`src/rtl/div_pkg.sv`:
```
// Shared definitions for the sequential 16-by-8 divider family.
//   state_t    : controller states (IDLE, CALC, DONE)
//   DW, QW     : dividend width and quotient/divisor/remainder width
//   QOVF, ROVF : quotient/remainder reported when the result cannot fit
package div_pkg;

  localparam int DW = 16;
  localparam int QW = 8;

  localparam logic [QW-1:0] QOVF = 8'hFF;
  localparam logic [QW-1:0] ROVF = 8'h00;

  typedef enum logic [1:0] {
    IDLE,
    CALC,
    DONE
  } state_t;

endpackage

```
`src/rtl/div_step.sv`:
```
// One restoring radix-2 division iteration, purely combinational.
//   p        : current partial remainder, always < divisor
//   next_bit : next dividend bit, MSB first
//   divisor  : divisor
//   p_next   : updated partial remainder, still < divisor
//   q_bit    : quotient bit produced by this iteration
module div_step
  import div_pkg::*;
(
  input  logic [QW-1:0] p,
  input  logic          next_bit,
  input  logic [QW-1:0] divisor,
  output logic [QW-1:0] p_next,
  output logic          q_bit
);

  logic [QW:0]   trial;
  logic [QW-1:0] diff;

  // The trial value needs 9 bits so the compare never wraps.
  assign trial = {p, next_bit};
  assign q_bit = (trial >= {1'b0, divisor});

  // When the subtraction is taken the true result is below the divisor, so
  // it fits in 8 bits and the low byte of the difference is exact.
  assign diff   = trial[QW-1:0] - divisor;
  assign p_next = q_bit ? diff : trial[QW-1:0];

endmodule

```
`src/rtl/approx_div16by8_seq.sv`:
```
// Sequential 16-by-8 unsigned restoring divider with optional skipping of
// the low APPROX_BITS quotient bits (forced to zero) to shorten latency.
//   clk, rst             : clock, synchronous active-high reset
//   in_valid, in_ready   : operand handshake (ready only in IDLE)
//   dividend, divisor    : unsigned operands
//   out_valid, out_ready : result handshake (valid only in DONE)
//   quotient, remainder  : result, held stable while out_valid is high
//   ovf                  : quotient does not fit in 8 bits, or divisor == 0
// APPROX_BITS must lie in 0..7.
module approx_div16by8_seq
  import div_pkg::*;
#(
  parameter int APPROX_BITS = 0
) (
  input  logic          clk,
  input  logic          rst,
  input  logic          in_valid,
  output logic          in_ready,
  input  logic [DW-1:0] dividend,
  input  logic [QW-1:0] divisor,
  output logic          out_valid,
  input  logic          out_ready,
  output logic [QW-1:0] quotient,
  output logic [QW-1:0] remainder,
  output logic          ovf
);

  localparam int         N_ITER = QW - APPROX_BITS;
  localparam logic [3:0] LAST   = 4'(N_ITER - 1);

  state_t        state_q, state_d;
  logic [QW-1:0] divisor_q;
  logic [QW-1:0] p_q;
  logic [QW-1:0] shift_q;
  logic [QW-1:0] q_bits_q;
  logic [3:0]    cnt_q;
  logic [QW-1:0] quotient_q;
  logic [QW-1:0] remainder_q;
  logic          ovf_q;

  logic          accept;
  logic          too_big;
  logic          last_iter;
  logic [QW-1:0] step_p;
  logic          step_q;
  logic [QW-1:0] q_next;

  assign in_ready  = (state_q == IDLE);
  assign out_valid = (state_q == DONE);
  assign accept    = in_valid & in_ready;
  // Covers divisor == 0 as well: any high byte is >= 0.
  assign too_big   = (dividend[DW-1:QW] >= divisor);
  assign last_iter = (cnt_q == LAST);
  assign q_next    = {q_bits_q[QW-2:0], step_q};

  div_step u_step (
    .p        (p_q),
    .next_bit (shift_q[QW-1]),
    .divisor  (divisor_q),
    .p_next   (step_p),
    .q_bit    (step_q)
  );

  // NOTE: sequential state uses non-blocking assignments so every register
  // samples pre-edge values regardless of statement order.
  always_ff @(posedge clk) begin
    if (rst) state_q <= IDLE;
    else     state_q <= state_d;
  end

  // NOTE: the default assignment first keeps this block free of latches on
  // every path through the case.
  always_comb begin
    state_d = state_q;
    unique case (state_q)
      IDLE: if (accept)    state_d = too_big ? DONE : CALC;
      CALC: if (last_iter) state_d = DONE;
      DONE: if (out_ready) state_d = IDLE;
      default:             state_d = IDLE;
    endcase
  end

  always_ff @(posedge clk) begin
    if (rst) begin
      divisor_q   <= '0;
      p_q         <= '0;
      shift_q     <= '0;
      q_bits_q    <= '0;
      cnt_q       <= '0;
      quotient_q  <= '0;
      remainder_q <= '0;
      ovf_q       <= 1'b0;
    end else begin
      unique case (state_q)
        IDLE: begin
          if (accept) begin
            divisor_q <= divisor;
            if (too_big) begin
              quotient_q  <= QOVF;
              remainder_q <= ROVF;
              ovf_q       <= 1'b1;
            end else begin
              p_q      <= dividend[DW-1:QW];
              shift_q  <= dividend[QW-1:0];
              q_bits_q <= '0;
              cnt_q    <= '0;
            end
          end
        end
        CALC: begin
          p_q      <= step_p;
          shift_q  <= {shift_q[QW-2:0], 1'b0};
          q_bits_q <= q_next;
          cnt_q    <= cnt_q + 4'd1;
          if (last_iter) begin
            // Only N_ITER bits were computed; they occupy the upper positions.
            quotient_q  <= q_next << APPROX_BITS;
            remainder_q <= step_p;
            ovf_q       <= 1'b0;
          end
        end
        default: ;
      endcase
    end
  end

  assign quotient  = quotient_q;
  assign remainder = remainder_q;
  assign ovf       = ovf_q;

endmodule

```
`config.mk`:
```
export PLATFORM = sky130hd
export DESIGN_NAME = approx_div16by8_seq
export DESIGN_NICKNAME = d
export VERILOG_FILES = /design/src/rtl/div_pkg.sv /design/src/rtl/div_step.sv /design/src/rtl/approx_div16by8_seq.sv
export SDC_FILE = /design/constraint.sdc
export NUM_CORES = 1
export LEC_CHECK = 0
export BUFFER_PORTS_ARGS = -buffer_cell sky130_fd_sc_hd__buf_2
export CORE_MARGIN = 10
export CORE_UTILIZATION = 55
export DETAILED_ROUTE_END_ITERATION = 16
export MAX_ROUTING_LAYER = met4
export PLACE_DENSITY = 0.83
export SLEW_MARGIN = 15
export SYNTH_ARGS = -nofsm -noshare
export SYNTH_HDL_FRONTEND = slang
export SYNTH_SLANG_ARGS = --single-unit
```
`constraint.sdc`:
```
create_clock -name clk -period 3.9 [get_ports clk]
set_clock_uncertainty 0.2 [all_clocks]
set_input_delay 0 -clock clk [delete_from_list [all_inputs] [get_ports clk]]
set_output_delay 0 -clock clk [all_outputs]
set_load 0.01 [all_outputs]
```
==> results of run 1 <==
-- stage by stage --
step,instance area (um^2),power [uW]
after detailed placement,3070,1160
after CTS,3407,1482
after floorplan,2809,1032
after global routing,3407,1576
after global placement,3070,1144
final,3407,1490
-- flip-flops by register name, indices dropped and copies added (netlist names) --
register and cells:
q_bits_q 7, quotient 8, divisor_q 8, cnt_q 4, ovf 1, shift_q 8, state_q 2, remainder 8
p_q 8
-- cell families (layout without fill, tap and decap cells) --
| logic type | after synthesis | count (layout) | synth area share (%) |
|---|---|---|---|
| adder cells (fa/ha/maj) | 18 | 18 | 8.285 |
| XOR/XNOR | 3 | 3 | 0.9356 |
| multiplexers | 13 | 13 | 4.766 |
| AND/OR/NAND/NOR | 123 | 123 | 20.49 |
| AO/OA/AOI/OAI | 83 | 83 | 21.29 |
| flip-flops | 54 | 54 | 38.49 |
| buffers and inverters | 41 | 105 | 5.746 |
-- synthesized netlist by cell type (all sizes together), types with 6 or more instances --
cell	number
a21oi	30
a311oi	9
clkbuf	15
dfxtp	54
ha	17
inv	23
mux2i	10
nand2	41
nand3	12
nor2	29
nor3	19
o21ai	8
o22ai	6
o2bb2ai	8
-- per-layer routing --
layer	wire, um	global-route usage [%]
met1	3498	22.21
met2	3412	27.96
met3	319	4.115
met4	187	7.441
met5	0	-
-- worst max-delay path by stage --
stage	from	to	slack, ps	depth (start not counted)
after floorplan	divisor_q[6]	p_q[0]	1570	8
after global placement	dividend[11]	p_q[6]	1320	8
after detailed placement	dividend[11]	p_q[5]	1240	8
after CTS	dividend[11]	p_q[5]	1010	9
after global routing	dividend[11]	p_q[4]	820	9
final	dividend[11]	p_q[4]	990	9
-- report_power, final --
group | total [uW] | internal (uW) | switching [uW]
clock | 308 | 127 | 181
combinational | 554 | 237 | 317
sequential | 628 | 596 | 31.7
total | 1490 | 960 | 530
-- repair_timing --
action / 4_1_cts / 5_1_grt
hold endpoints to repair: 25 / 0
setup endpoints to repair: 0 / 0
hold buffers: 25 / 0
-- critical path, delay by kind of cell --
| kind | cells | cell delay [ps] |
|---|---|---|
| buffers and inverters | 3 | 970 |
| AOI/OAI and AO/OA | 4 | 1400 |
| muxes | 1 | 200 |
| adders and majority gates | 1 | 320 |
-- cell type report --
class / count / area [um^2]
multi-input cells: 240 / 1567
fillers: 384 / 1441
flip-flops and latches: 54 / 1081
repair buffers: 74 / 503.0
inverters: 23 / 86.33
well taps: 67 / 83.83
clock buffers: 6 / 72.57
clock inverters: 2 / 13.76
==> flow_summary.yaml, run 1 <==
die:
  fp.dieArea_um2: 8366
  pin_count: 47
  core_area_um2: 4848
  dieWidth_um: 91.47
  std_cell_rows: 25
  start_util_pct: 57.94
  chipHeight_um: 91.47
worst_setup_path:
  reg2reg_to: "p_q[0]"
  reg2reg_slack_ps: 1180
  ff2ff_path_depth: 8
  crit_required_ps: 3880
  crit_type: "input pin to register"
  worstPathArrival_ps: 2890
  crit_path_top_delay_cell: "a2111oi_4"
  cp-end-kind: "register"
  crit_chain: "dlygate4sd3_1 -> buf_2 -> ha_1 -> a211oi_2 -> o21ai_2 -> a2111oi_4 -> buf_4 -> mux2i_1 -> o22ai_1"
  path_max_fanout: 14
  max_stage_delay_ps: 940
  cp-start-kind: "input pin"
  reg2reg_from: "divisor_q[6]"
synth:
  synth_area_per_cell_um2: 8.385
  syn_area_um2: 2809
  yosys-top-cells-area: "dfxtp_1 38%, ha_1 7.6%, nand2_1 5.5%"
  synth-seq-cells: 54
  synth_edf_count: 0
  async_flop_share_pct: 0
  syn_inst: 335
  synth_warnings: 0
  synth_area_leader_cell: "dfxtp_1"
  synth_ff_type: "dfxtp_1"
  synth.distinct_cells: 50
  synth_fp_nets: 381
  synth_top_area_share_pct: 38.49
  synth_seq_area_share_pct: 38.49
global_route:
  gr-total-overflow: 0
  grt_use_total_pct: 18.11
  first_global_vias: 2650
  grt_pass1_wl_um: 12500
  antenna_found_initial: 0
  grt_start_max_net_pins: 44
detailed_routing:
  wl_um: 7417
  via_per_inst: 5.644
  drtIter0Drc: 163
  route.detailed.wl_per_inst_um: 15.92
  postRouteAntennaNets: 0
  drcViolationCount: 0
  via_count: 2630
  drt_pass1_iterations: 4
cts:
  cts.clk_slew.worst_paths_ps: 90
  cts_root_buffer: "clkbuf_8"
  postCtsSetupRepairBufs: 0
  clkSinkCount: 54
  htreeDepth: 2
  clk_latency_ps: 310
  cts_buffers: 5
  cts_max_path_buffers: 2
  cts_resized: 0
  cts_tree: "done"
sta:
  setup_violations: 0
  min_period_ps: 2911
  hold_violations: 0
  max_freq_mhz: 343.5
  timing.final.ws_setup_ps: 989.0
  period_share_pct: 74.64
  rsz0062_at_grt: "false"
  whs_ps: 38.92
  max_slew_margin_pct: 33.05
  worst_slew_pin_slew_ps: 1004
  fin_setup_tns_ps: 0
  slew_violations: 0
pwr:
  cellPowerDensity_nw_per_um2: 437.2
  ir_drop_v: 0.0002617
  p_leak_uw: 0.001445
finish:
  nets: 444
  layout_commonest_cell: "dfxtp_1"
  layout-drive-gt1-share_pct: 18.05
  final_cell_mix: "54 x dfxtp_1, 46 x buf_2, 41 x nand2_1, 30 x a21oi_1, 27 x nor2_1"
  n_antenna_cell: 0
  fin_util_pct: 70.27
  final_cells: 466
  areaGrowthSynthToFinish_pct: 21.29
flow_run:
  drv_cap: 0
placement:
  dp_worst_setup_slack_ps: 1238
  portBuffers: 46
  placed_cells: 433
  hpwl_um: 5234
  finalWeightedCongestion: 0.9084
worst_hold_path:
  hold_class: "input pin to register"
  worstHoldPathCells: 2
  hp-start: "rst"
  holdPathEnd: "cnt_q[0]"
status:
  status: "completed"
(Power assumes the default switching activity.)
==> run 2: changes to the inputs <==
- CORE_UTILIZATION: 55 -> 51
- PLACE_DENSITY: 0.83 -> 0.81
- clock period: 3.9 -> 2.35 ns (I/O delays scaled with it)
==> flow_summary.yaml, run 2 (same netlist as run 1, synthesis figures left out) <==
detailed_routing:
  wl_um: 8532
  route.met2.wl_um: 4275
  drtIter0Drc: 191
  drt_pass1_iterations: 4
  route.detailed.wl_per_inst_um: 17.10
  postRouteAntennaNets: 0
  wl_met3_um: 449
  highest_layer: "met4"
  wl_met1_um: 3638
  via_per_inst: 5.615
  via_count: 2802
  drcViolationCount: 0
sta:
  period_share_pct: 97.49
  slew_violations: 0
  max_slew_margin_pct: 58.52
  hold_violations: 0
  setup_violations: 0
  max_freq_mhz: 436.5
  min_period_ps: 2291
  worst_slew_pin_slew_ps: 622.2
  whs_ps: 170.0
placement:
  finalWeightedCongestion: 0.9552
  placed_cell_area_um2: 3237
  portBuffers: 46
  placed_cells: 456
  hpwl_um: 5487
finish:
  final_cell_mix: "50 x dfxtp_1, 45 x buf_2, 41 x nand2_1, 33 x dlygate4sd3_1, 29 x a21oi_1"
  final_cells: 499
  design_area_um2: 3842
  layout-drive-gt1-share_pct: 26.34
  areaGrowthSynthToFinish_pct: 36.79
  layout_commonest_cell: "dfxtp_1"
  nets: 474
  n_antenna_cell: 0
  fillers: 381
pwr:
  combPwrFrac_pct: 40.7
  p_int_uw: 1887
  power.total_uw: 2890
  clockPowerShare_pct: 23.2
  p_switching_uw: 1003
  p_leak_uw: 0.001660
  cellPowerDensity_nw_per_um2: 752.1
  pwr-share-seq_pct: 36.2
  p_sw_share_pct: 34.71
  ir_drop_v: 0.0003993
worst_setup_path:
  crit_chain: "inv_1 -> ha_4 -> nand3_1 -> o211a_1 -> a31oi_2 -> buf_4 -> mux2_2 -> o2bb2ai_2"
  max_stage_delay_ps: 370
  cp-start-kind: "register"
  path_max_fanout: 6
  critPathBufInv: 2
  crit_type: "register to register"
  worstPathArrival_ps: 2330
  crit_required_ps: 2390
  cp-end-kind: "register"
  crit_path_top_delay_cell: "mux2_2"
  crit_family: "compound AO/OA/AOI/OAI gates"
die:
  dieWidth_um: 94.22
  core_area_um2: 5238
  std_cell_rows: 26
  start_util_pct: 53.63
  pin_count: 47
  chipHeight_um: 94.22
  fp.dieArea_um2: 8876
cts:
  cts_buffers: 5
  cts.clk_slew.worst_paths_ps: 110
  cts_max_path_buffers: 2
  cts_tree: "done"
  clk_latency_ps: 320
  cts_root_buffer: "clkbuf_8"
  htreeDepth: 2
  clkSinkCount: 54
global_route:
  gr-total-overflow: 0
  grt_use_total_pct: 18.76
  antenna_found_initial: 0
  grt_start_max_net_pins: 32
  grt_pass1_wl_um: 13250
  first_global_vias: 2826
worst_hold_path:
  hold_class: "input pin to register"
flow_run:
  drv_cap: 0
status:
  status: "completed"
[run 2: cell types whose count changed in the layout (fill, tap and decap cells not counted), moves of 3 or more]
cell	previous run	this run
buf_4	3	22
dfxtp_2	0	3
dfxtp_1	54	50
ha_1	17	12
ha_4	0	4
dlygate4sd3_1	25	33
[run 2: cell type report]
cell class	instances	area, um^2	area share [%]
clock buffer	5	68.82	1.791
clock inverter	3	47.55	1.237
inverter	23	86.33	2.247
multi-input combinational	240	1683	43.80
sequential	54	1089	28.33
tap	70	87.58	2.279
timing repair buffer	104	780.7	20.32
[run 2: routing by layer]
| layer | up-vias | GRT usage [%] |
|---|---|---|
| met5 | - | - |
| met3 | 14 | 3.437 |
| met2 | 82 | 31.52 |
| met4 | 0 | 6.329 |
| met1 | 1339 | 21.88 |
| li1 | 1367 | - |
[run 2: final timing paths]
| kind | start | slack (ps) | depth (start not counted) | endpoint |
|---|---|---|---|---|
| max | divisor_q[3] | 60 | 8 | remainder[0] |
| min | in_valid | 170 | 6 | shift_q[6] |
| max reg2reg | divisor_q[3] | 60 | 8 | remainder[0] |
| min reg2reg | remainder[2] | 270 | 1 | remainder[2] |
[run 2: stage by stage]
stage | setup TNS [ps] | util [%] | setup slack [ps]
3_5_place_dp | -63.03 | 61.80 | -37.15
3_3_place_gp | 0 | 61.80 | 49.04
2_1_floorplan | 0 | - | 16.34
6_report | 0 | 73.36 | 58.97
5_1_grt | -177.4 | 73.36 | -30.05
4_1_cts | 0 | 71.24 | 15.57
[run 2: repair_timing]
action	in CTS	in global routing
hold endpoints to repair	33	0
buffers inserted	0	2
gates resized for setup	5	24
hold buffers	34	0
pin swaps	1	10
gates cloned	0	0
setup endpoints to repair	8	31
[run 2: power by group through the flow]
stage | registers [uW] | logic [uW] | clock network [uW]
after global placement | 1050 | 978 | 0
after CTS | 1040 | 1070 | 667
after global routing | 1050 | 1270 | 699
after floorplan | 1050 | 659 | 0
after detailed placement | 1060 | 992 | 0
final | 1050 | 1180 | 669
[run 2: worst register-to-register path: cells and delay by family (launching register included)]
kind | cells | cell delay [ps]
simple gates | 1 | 110
flops | 1 | 350
compound gates | 3 | 640
mux | 1 | 370
fa+ha+maj | 1 | 300
buf+inv | 2 | 250
==> run 3: changes to the inputs <==
- CTS_BUF_LIST: not set -> sky130_fd_sc_hd__clkbuf_4 sky130_fd_sc_hd__clkbuf_8 sky130_fd_sc_hd__clkbuf_16
- PLACE_DENSITY: 0.81 -> 0.74
- SETUP_SLACK_MARGIN: not set -> 0.02
==> flow_summary.yaml, run 3 (same netlist as run 1, synthesis figures left out) <==
detailed_routing:
  drcViolationCount: 0
  wl_um: 8577
  via_count: 2793
  via_per_inst: 5.564
  postRouteAntennaNets: 0
  drt_pass1_iterations: 4
  route.detailed.wl_per_inst_um: 17.09
  drtIter0Drc: 170
worst_setup_path:
  crit_required_ps: 2370
  worstPathArrival_ps: 2410
  cp-start-kind: "register"
  crit_type: "register to register"
  cp-end-kind: "register"
  path_max_fanout: 8
sta:
  worst_slew_pin_slew_ps: 522.5
  timing.final.ws_setup_ps: -38.32
  min_period_ps: 2388
  max_freq_mhz: 418.7
  hold_violations: 0
  setup_violations: 1
  slew_violations: 0
  fin_setup_tns_ps: -38.32
  rsz0062_at_grt: "true"
  max_slew_margin_pct: 65.17
  period_share_pct: 101.6
pwr:
  ir_drop_v: 0.0004516
  power.total_uw: 2982
  p_leak_uw: 0.001645
  cellPowerDensity_nw_per_um2: 768.7
cts:
  clkSinkCount: 54
  cts_max_path_buffers: 2
  clk_latency_ps: 310
  cts_root_buffer: "clkbuf_8"
  cts_buffers: 5
  htreeDepth: 2
  cts_tree: "done"
  cts.clk_slew.worst_paths_ps: 110
placement:
  finalWeightedCongestion: 0.9850
  hpwl_um: 5602
  portBuffers: 46
finish:
  nets: 477
  layout-drive-gt1-share_pct: 26.85
  multiInputGateArea_um2: 1722
  final_cell_mix: "52 x dfxtp_1, 46 x buf_2, 41 x nand2_1, 34 x dlygate4sd3_1, 30 x a21oi_1"
  register_area_um2: 1084
  layout_commonest_cell: "dfxtp_1"
  areaGrowthSynthToFinish_pct: 38.08
  n_antenna_cell: 0
  fillers: 389
  fin_util_pct: 74.06
flow_run:
  drv_cap: 0
status:
  status: "finished, violations left"
  violations: "setup timing"
global_route:
  first_global_vias: 2823
  antenna_found_initial: 0
  gr-total-overflow: 0
  grt_start_max_net_pins: 29
  grt_pass1_wl_um: 13700
  grt_use_total_pct: 19.37
die:
  std_cell_rows: 26
  dieWidth_um: 94.22
  chipHeight_um: 94.22
  start_util_pct: 53.63
  core_area_um2: 5238
  pin_count: 47
  fp.dieArea_um2: 8876
worst_hold_path:
  hold_class: "input pin to register"
## run 3: path summary, 6_finish.rpt
path                      from            to  slack, ps  cells after the start
setup reg to reg  divisor_q[6]        p_q[1]        -40                      8
hold / removal        in_valid    shift_q[2]        240                      6
setup / recovery  divisor_q[6]        p_q[1]        -40                      8
hold reg to reg   remainder[4]  remainder[4]        270                      1
## run 3: timing repair
| item | CTS | global route |
|---|---|---|
| pin swaps | 0 | 5 |
| setup buffers | 0 | 6 |
| endpoints found under the hold margin | 32 | 0 |
| endpoints found under the setup margin | 13 | 22 |
| resized for setup | 4 | 26 |
| hold buffers | 34 | 0 |
## run 3: worst max-delay path, cell delays in order (launching register included)
cell      delay (ps)
dfxtp_2          350
inv_1             60
ha_4             270
a21o_1           170
a211oi_4         100
and2_4           180
a31oi_4          360
mux2_2           400
o22ai_1          210
## run 3: metal layers
metal  track usage (%)  vias to the layer above  share of wire, %
li1                  -                     1372                 -
met1             24.81                     1311                45
met2             30.43                       92                48
met3             3.038                       18               5.1
met4             5.949                        0               1.8
met5                 -                        -                 0
## run 3: final cells by class
cell class	count	area share [%]
clock buffers	6	2.129
clock inverters	2	0.4194
inverters	23	2.226
multi-input cells	240	44.39
flip-flops and latches	54	27.94
well taps	70	2.258
repair buffers	107	20.65
## run 3: stage by stage
step                      instance area (um^2)  worst slack (ps)  hold WS (ps)  instances
final                                     3879            -38.32         244.9        502
after global routing                      3879            -105.6         282.3        502
after CTS                                 3679             21.49         200.5        496
after detailed placement                  3214            -67.87         59.18        454
after global placement                    3214             18.23         55.22        454
after floorplan                           2814             50.57        -64.04        335
## run 3: where the power goes
| group | internal, uW | switching [uW] | total (uW) |
|---|---|---|---|
| logic | 678 | 678 | 1360 |
| clock network | 244 | 331 | 575 |
| registers | 990 | 61.9 | 1050 |
